## src/rtl/sub12u_pkg.sv

```systemverilog
// rtl/sub12u_pkg.sv - shared width, FSM state type and digit-count helpers for sub12u_serial
package sub12u_pkg;

   localparam int W = 12;

   typedef enum logic [1:0] {
      IDLE = 2'd0,
      RUN  = 2'd1,
      DONE = 2'd2
   } state_t;

   function automatic int calc_n(input int digit);
      return W / digit;
   endfunction

   function automatic bit digit_legal(input int digit);
      return (digit == 1) || (digit == 2) || (digit == 3) ||
             (digit == 4) || (digit == 6) || (digit == 12);
   endfunction

endpackage

```

## src/rtl/sub12u_serial_sub_digit.sv

```systemverilog
// rtl/sub12u_serial_sub_digit.sv - combinational WIDTH-bit borrow-ripple slice; mask bits give a^b with no borrow
module sub_digit #(
   parameter int WIDTH = 3
) (
   input  logic [WIDTH-1:0] a,
   input  logic [WIDTH-1:0] b,
   input  logic [WIDTH-1:0] mask,
   input  logic             bin,
   output logic [WIDTH-1:0] d,
   output logic             bout
);

   logic c;

   always_comb begin
      c = bin;
      d = '0;
      for (int i = 0; i < WIDTH; i++) begin
         if (mask[i]) begin
            d[i] = a[i] ^ b[i];
            c    = 1'b0;
         end else begin
            d[i] = a[i] ^ b[i] ^ c;
            c    = (~a[i] & b[i]) | (~(a[i] ^ b[i]) & c);
         end
      end
      bout = c;
   end

endmodule

```

## src/rtl/sub12u_serial.sv

```systemverilog
// rtl/sub12u_serial.sv - digit-serial 12-bit unsigned subtractor, O = {borrow, A-B}, valid/ready on both sides
// Define SUB12_APPROX_EN to replace the APPROX_BITS LSBs with a^b and suppress their borrow.
module sub12u_serial
   import sub12u_pkg::*;
#(
   parameter int DIGIT       = 3,
   parameter int APPROX_BITS = 2
) (
   input  logic         clk,
   input  logic         rst_n,
   input  logic         in_valid,
   output logic         in_ready,
   input  logic [W-1:0] A,
   input  logic [W-1:0] B,
   output logic         out_valid,
   input  logic         out_ready,
   output logic [W:0]   O,
   output logic         busy
);

   localparam int         N    = calc_n(DIGIT);
   localparam logic [3:0] LAST = 4'(N - 1);

`ifdef SUB12_APPROX_EN
   localparam bit           APPROX_ON = 1'b1;
   localparam logic [W-1:0] AMASK     = W'((1 << APPROX_BITS) - 1);
`else
   localparam bit           APPROX_ON = 1'b0;
   localparam logic [W-1:0] AMASK     = '0;
`endif

   if (!digit_legal(DIGIT)) begin : g_bad_digit
      $error("sub12u_serial: DIGIT must be 1, 2, 3, 4, 6 or 12");
   end
   if (APPROX_ON && (APPROX_BITS < 0 || APPROX_BITS > 11)) begin : g_bad_approx
      $error("sub12u_serial: APPROX_BITS must be in 0..11");
   end

   state_t         state, state_next;
   logic [W-1:0]   a_sr, b_sr, m_sr;
   logic           borrow;
   logic [3:0]     cnt;
   logic [DIGIT-1:0] d;
   logic           bout;
   logic [W-1:0]   cat;

   sub_digit #(.WIDTH(DIGIT)) u_sub_digit (
      .a    (a_sr[DIGIT-1:0]),
      .b    (b_sr[DIGIT-1:0]),
      .mask (m_sr[DIGIT-1:0]),
      .bin  (borrow),
      .d    (d),
      .bout (bout)
   );

   // Earlier digits sit below the fresh one; the final cycle's cat is the full difference.
   if (DIGIT == W) begin : g_one_digit
      assign cat = d;
   end else begin : g_multi_digit
      logic [W-DIGIT-1:0] res;
      assign cat = {d, res};
      always_ff @(posedge clk or negedge rst_n) begin
         if (!rst_n) begin
            res <= '0;
         end else if (state == RUN) begin
            res <= cat[W-1:DIGIT];
         end
      end
   end

   always_ff @(posedge clk or negedge rst_n) begin
      if (!rst_n) begin
         state <= IDLE;
      end else begin
         state <= state_next;
      end
   end

   always_comb begin
      state_next = state;
      in_ready   = 1'b0;
      out_valid  = 1'b0;
      busy       = 1'b0;
      case (state)
         IDLE: begin
            in_ready = 1'b1;
            if (in_valid) state_next = RUN;
         end
         RUN: begin
            busy = 1'b1;
            if (cnt == LAST) state_next = DONE;
         end
         DONE: begin
            busy      = 1'b1;
            out_valid = 1'b1;
            if (out_ready) state_next = IDLE;
         end
         default: state_next = IDLE;
      endcase
   end

   always_ff @(posedge clk or negedge rst_n) begin
      if (!rst_n) begin
         a_sr   <= '0;
         b_sr   <= '0;
         m_sr   <= '0;
         borrow <= 1'b0;
         cnt    <= '0;
         O      <= '0;
      end else begin
         case (state)
            IDLE: begin
               if (in_valid) begin
                  a_sr   <= A;
                  b_sr   <= B;
                  m_sr   <= AMASK;
                  borrow <= 1'b0;
                  cnt    <= '0;
               end
            end
            RUN: begin
               a_sr   <= a_sr >> DIGIT;
               b_sr   <= b_sr >> DIGIT;
               m_sr   <= m_sr >> DIGIT;
               borrow <= bout;
               cnt    <= cnt + 4'd1;
               if (cnt == LAST) O <= {bout, cat};
            end
            default: ;
         endcase
      end
   end

endmodule

```

## config.mk

```make
export PLATFORM = sky130hd
export DESIGN_NAME = sub12u_serial
export DESIGN_NICKNAME = d
export VERILOG_FILES = /design/src/rtl/sub12u_pkg.sv /design/src/rtl/sub12u_serial_sub_digit.sv /design/src/rtl/sub12u_serial.sv
export SDC_FILE = /design/constraint.sdc
export NUM_CORES = 1
export LEC_CHECK = 0
export CAP_MARGIN = 20
export CORE_ASPECT_RATIO = 1.4
export CORE_MARGIN = 5
export CORE_UTILIZATION = 32
export CTS_CLUSTER_DIAMETER = 50
export DETAILED_ROUTE_END_ITERATION = 16
export DONT_BUFFER_PORTS = 1
export PLACE_DENSITY = 0.52
export SLEW_MARGIN = 20
export SYNTH_ARGS = -nofsm -noshare
export SYNTH_HDL_FRONTEND = slang
export SYNTH_SLANG_ARGS = --single-unit
```

## constraint.sdc

```tcl
create_clock -name clk -period 2.9 [get_ports clk]
set_input_delay 0.87 -clock clk [delete_from_list [all_inputs] [get_ports clk]]
set_output_delay 0.87 -clock clk [all_outputs]
set_load 0.05 [all_outputs]
```

* Word-level counts from Yosys, hierarchy flattened
Index checks and enable logic that the tools add are counted.
** Operators by class
- $add $sub $neg :: 1
- Equal/unequal tests :: 6
- Muxes and demuxes :: 23
- Bitwise gates (word level) :: 21
- Reduce and logical (&&, ||, !) cells :: 6
** Operator list (count)
- one-hot mux 12 bit (2 select lines) :: 3
- 2-to-1 mux 12 bit :: 3
- 2-to-1 mux 1 bit :: 10
- one-hot mux 4 bit (2 select lines) :: 1
- bitwise AND 1 bit :: 6
- 2-to-1 mux 2 bit :: 3
- NOT 1 bit :: 6
- one-hot mux 2 bit (3 select lines) :: 1
- XOR 1 bit :: 6
- adder 4 x 1 -> 4 bit (second input constant) :: 1
- == test 4 x 2 -> 1 bit (second input constant) :: 1
- 2-to-1 mux 4 bit :: 1
- != test 2 bit (second input constant) :: 2
- AND reduction 2 bit :: 2
- OR 1 bit :: 3
- AND reduction 3 bit :: 1
- == test 2 x 1 -> 1 bit (second input constant) :: 1
- == test 2 bit (second input constant) :: 1
- logical NOT 2 bit :: 1
- != test 2 x 1 -> 1 bit (second input constant) :: 1
- one-hot mux 1 bit (2 select lines) :: 1
- nonzero test 2 bit :: 1
- OR reduction 2 bit :: 1
** Storage, ports and cells
- Register bits :: 65
- Bits of input ports :: 28
- Output and inout port bits :: 16
- Word-level logic and storage cells :: 65

* Longest topological paths before layout
- Word-level depth :: 12
- Depth in mapped cells :: 8
- Depth with buffers taken out :: 7

* By module
From an unflattened synthesis, not the netlist that was laid out.
** Unflattened totals
- Cell total of the unflattened synthesis :: 205
- Area, all modules :: 2512.4 sq um
** By module, submodules not included
- sub12u_serial :: times used 1, cells each 187, area each 2346.0 sq um, sequential area each 1326.3 sq um
- sub_digit :: times used 1, cells each 18, area each 166.4 sq um, sequential area each 0.0 sq um

* Worst setup path before layout
Ideal clock, no wire load.
- Path type :: reg-to-reg
- From :: reg state[0]
- To :: reg a_sr[11]
- Library setup time :: 133 ps
- Data arrival time :: 1775 ps
- Required time :: 2767 ps
- Slack :: 991 ps
- Stages on the path, launching flop included :: 6
- Path buffers :: 1
- Clock period less this slack :: 1909 ps
- Cell sequence :: dfrtp_1 inv_1 ha_1 mux2i_4 clkbuf_1 o21ai_0
** Between the ends
- Cells in the longest elaborated chain, start to end :: 3
- Elaborated cells on any way between the ends :: 6
- Those cells by class :: eq/ne: 2; mux: 1; reduce/logical: 3
** RTL lines
- start: declaration :: line sub12u_serial.sv:39 : state_t state, state_next;
- start signal: assignment :: line sub12u_serial.sv:75 : state <= state_next;
- == test 2 x 1 -> 1 bit / logical NOT 2 bit (equally long branches) :: line sub12u_serial.sv:111 : case (state)
- nonzero test 2 bit (no line) / != test 2 bit (equally long branches)
- AND reduction 2 bit (no line)
- end signal: assignment :: line sub12u_serial.sv:122 : a_sr <= a_sr >> DIGIT;
- end: declaration :: line sub12u_serial.sv:40 : logic [W-1:0] a_sr, b_sr, m_sr;
Several ways; a longest one is shown, not always the timed one.
A chain may end at the register's enable or synchronous reset.

* Worst setup path in the final report
- From :: reg state[1]
- To :: out in_ready
** Between the ends
- Cells in the longest elaborated chain, start to end :: 2
** RTL lines
- logical NOT 2 bit :: line sub12u_serial.sv:84 : case (state)
- 2-to-1 mux 1 bit :: line sub12u_serial.sv:84
- end: declaration :: line sub12u_serial.sv:12 : output logic in_ready,
No other way between the ends.

==> metrics.cfg <==
[status]
outcome=complete, no violations

[die]
num_rows=37
initial_core_util_pct=32.7
die_h_um=113
die-area_um2=9390
die_w_um=83.3
coreArea_um2=7360
design.portCount=44

[cts]
htree_levels=2
worstSkewPairLatency_ns=0.31
cts_sinks=53
cts_setup_buffers=0
cts_resized=0
hold_buffers=0
clkTransAtPathRegs_ns=0.10
clock-root-buffer=clkbuf_8
tritoncts=yes
cts.path.max_buffers=2
numCtsBuffers=5

[pwr]
ir_drop_mv=0.340
power_density_nw_per_um2=1250
p_leak_nw=1.17

[grt]
track_usage_pct=9.81
grt_max_degree=55
grt-ovfl-total=0
antenna_found_initial=0
grt_pass1_vias=1368
grt_pass1_wl_mm=7.28

[detailed_routing]
wl_mm=4.27
ant_nets=0
via_per_inst=4.53
dr.pass1.iters=4
drc=0
wl_per_cell_um=14.4
drt_iter0_markers=38
num_vias=1342

[critical_path]
worst_setup_path_end_kind=output pin
cp_cell_sequence=inv_1 -> ha_1
startpoint_type=flip-flop
slowest_stage=ha_1
slowest_delay_ns=0.61
worstPathMaxFanout=4
critPathArrivalTime_ns=1.42
critPathKind=reg2out
cp.required_ns=2.03

[place]
dp.cells=288
dp_hpwl_mm=2.97
placed_cell_area_um2=2470
port_buffers=0
globalplace.congestion=0.682

[cells_and_area]
nNetsFinal=234
stdcell_area_um2=2560
drive_gt1_share_pct=17.6
fin_util_pct=34.8
instances_no_fill=296
nFillCells=740
areaGrowthSynthToFinish_pct=6.39
antenna_cells=0

[worst_hold_path]
min_path_type=in2async

[synth]
synth_fp_nets=236
synth_area_um2=2410
synth_top_family_by_area=multiplexers
yosysWarnings=0
syn_inst=200
yosysMostFrequentCell=dfrtp_1
synthTopCellsByCount=dfrtp_1 (53), nand2_1 (37), o21ai_0 (25)
synth-adder-area-share_pct=5.09
ys_ff_latch=53
dominantRegCellSynth=dfrtp_1
synth_mux_area_share_pct=19.2
yosysTopAreaCell=dfrtp_1
synth_edf_count=0
synth_compound_area_share_pct=7.58
synth_top_area_share_pct=55.0
synth_xor_area_share_pct=0
async_flop_share_pct=100
synth_area_leaders=dfrtp_1 (55%), mux2i_1 (7.5%), mux2_2 (6.1%)
ys_seq_area_share_pct=55.0
avgSynthCellArea_um2=12.0
yosysUniqueCellTypes=29
synth-simple-area-share_pct=8.41

[sta]
setup_violations=0
hold_slack_ns=0.243
tns_ns=0
slew_violations=0
fmax_mhz=437
worst_pin_slew_ns=0.682
rsz0062_at_grt=no
period_needed_ns=2.29
skew_ns=0.0120
period_share_pct=78.9
hold_viol=0
relSlewSlack_pct=54.5

[job]
max-cap-violations=0

[routing by layer]
metal	up-vias	part of all wire (%)	wire length (µm)	global-route usage [%]
met5	-	0	0	0
met4	0	0.73	31	3.60
met3	2	6.2	263	3.89
met2	34	48	2070	15.4
met1	635	45	1910	12.2
li1	671	-	-	-
[flip-flops by register name (all words and copies together) (netlist names)]
register	count
a_sr	12
state	2
O	13
b_sr	12
borrow	1
cnt	4
g_multi_digit.res	9
[critical path: cells and delay by family (launching register included)]
family,cells,cell delay [ns]
adders and majority gates,1,0.61
buffers and inverters,1,0.10
DFF,1,0.41
[stage by stage]
stage	setup WS [ns]	power, mW
after floorplan	0.991	2.60
after global placement	0.742	2.80
after detailed placement	0.686	2.84
after CTS	0.590	3.27
after global routing	0.549	3.48
final	0.612	3.20
[layout make-up]
class,count,area (µm²),share of cell area (%)
sequential,53,1330,51.7
multi-input combinational,126,972,37.9
tap,97,121,4.73
clock buffer,5,68.8,2.68
inverter,10,37.5,1.46
clock inverter,3,22.5,0.878
timing repair buffer,2,15.0,0.586
[layout by cell type (no fill, tap or decap), types with 3 or more instances in the layout]
cell	count
inv_1	9
o21ai_0	25
nand2_1	37
ha_1	4
clkbuf_8	5
o21ai_1	4
mux2_4	6
dfrtp_1	53
mux2i_1	18
mux2_2	13
fa_1	3
[where the power goes]
| part | total [mW] | switching [mW] | internal, mW |
|---|---|---|---|
| registers | 1.58 | 0.496 | 1.08 |
| clock network | 0.423 | 0.251 | 0.172 |
| logic | 1.20 | 0.662 | 0.540 |
| total | 3.20 | 1.41 | 1.79 |
[worst paths after layout]
kind | start | endpoint | slack [ns] | cells past startpoint
max | state[1] | in_ready | 0.61 | 2
min | rst_n | b_sr[2] | 0.24 | 0
max reg2reg | state[1] | cnt[3] | 0.70 | 6
min reg2reg | b_sr[4] | b_sr[4] | 0.49 | 2
max in group asynchronous | rst_n | a_sr[3] | 2.56 | 0
min in group clk | b_sr[4] | b_sr[4] | 0.49 | 2
[kinds of logic after synthesis]
logic type      after synthesis
flops                        53
simple gates                 45
mux                          40
compound gates               33
buf+inv                      21
fa+ha+maj                     8
Note: power is estimated with default switching activity, not from simulation.
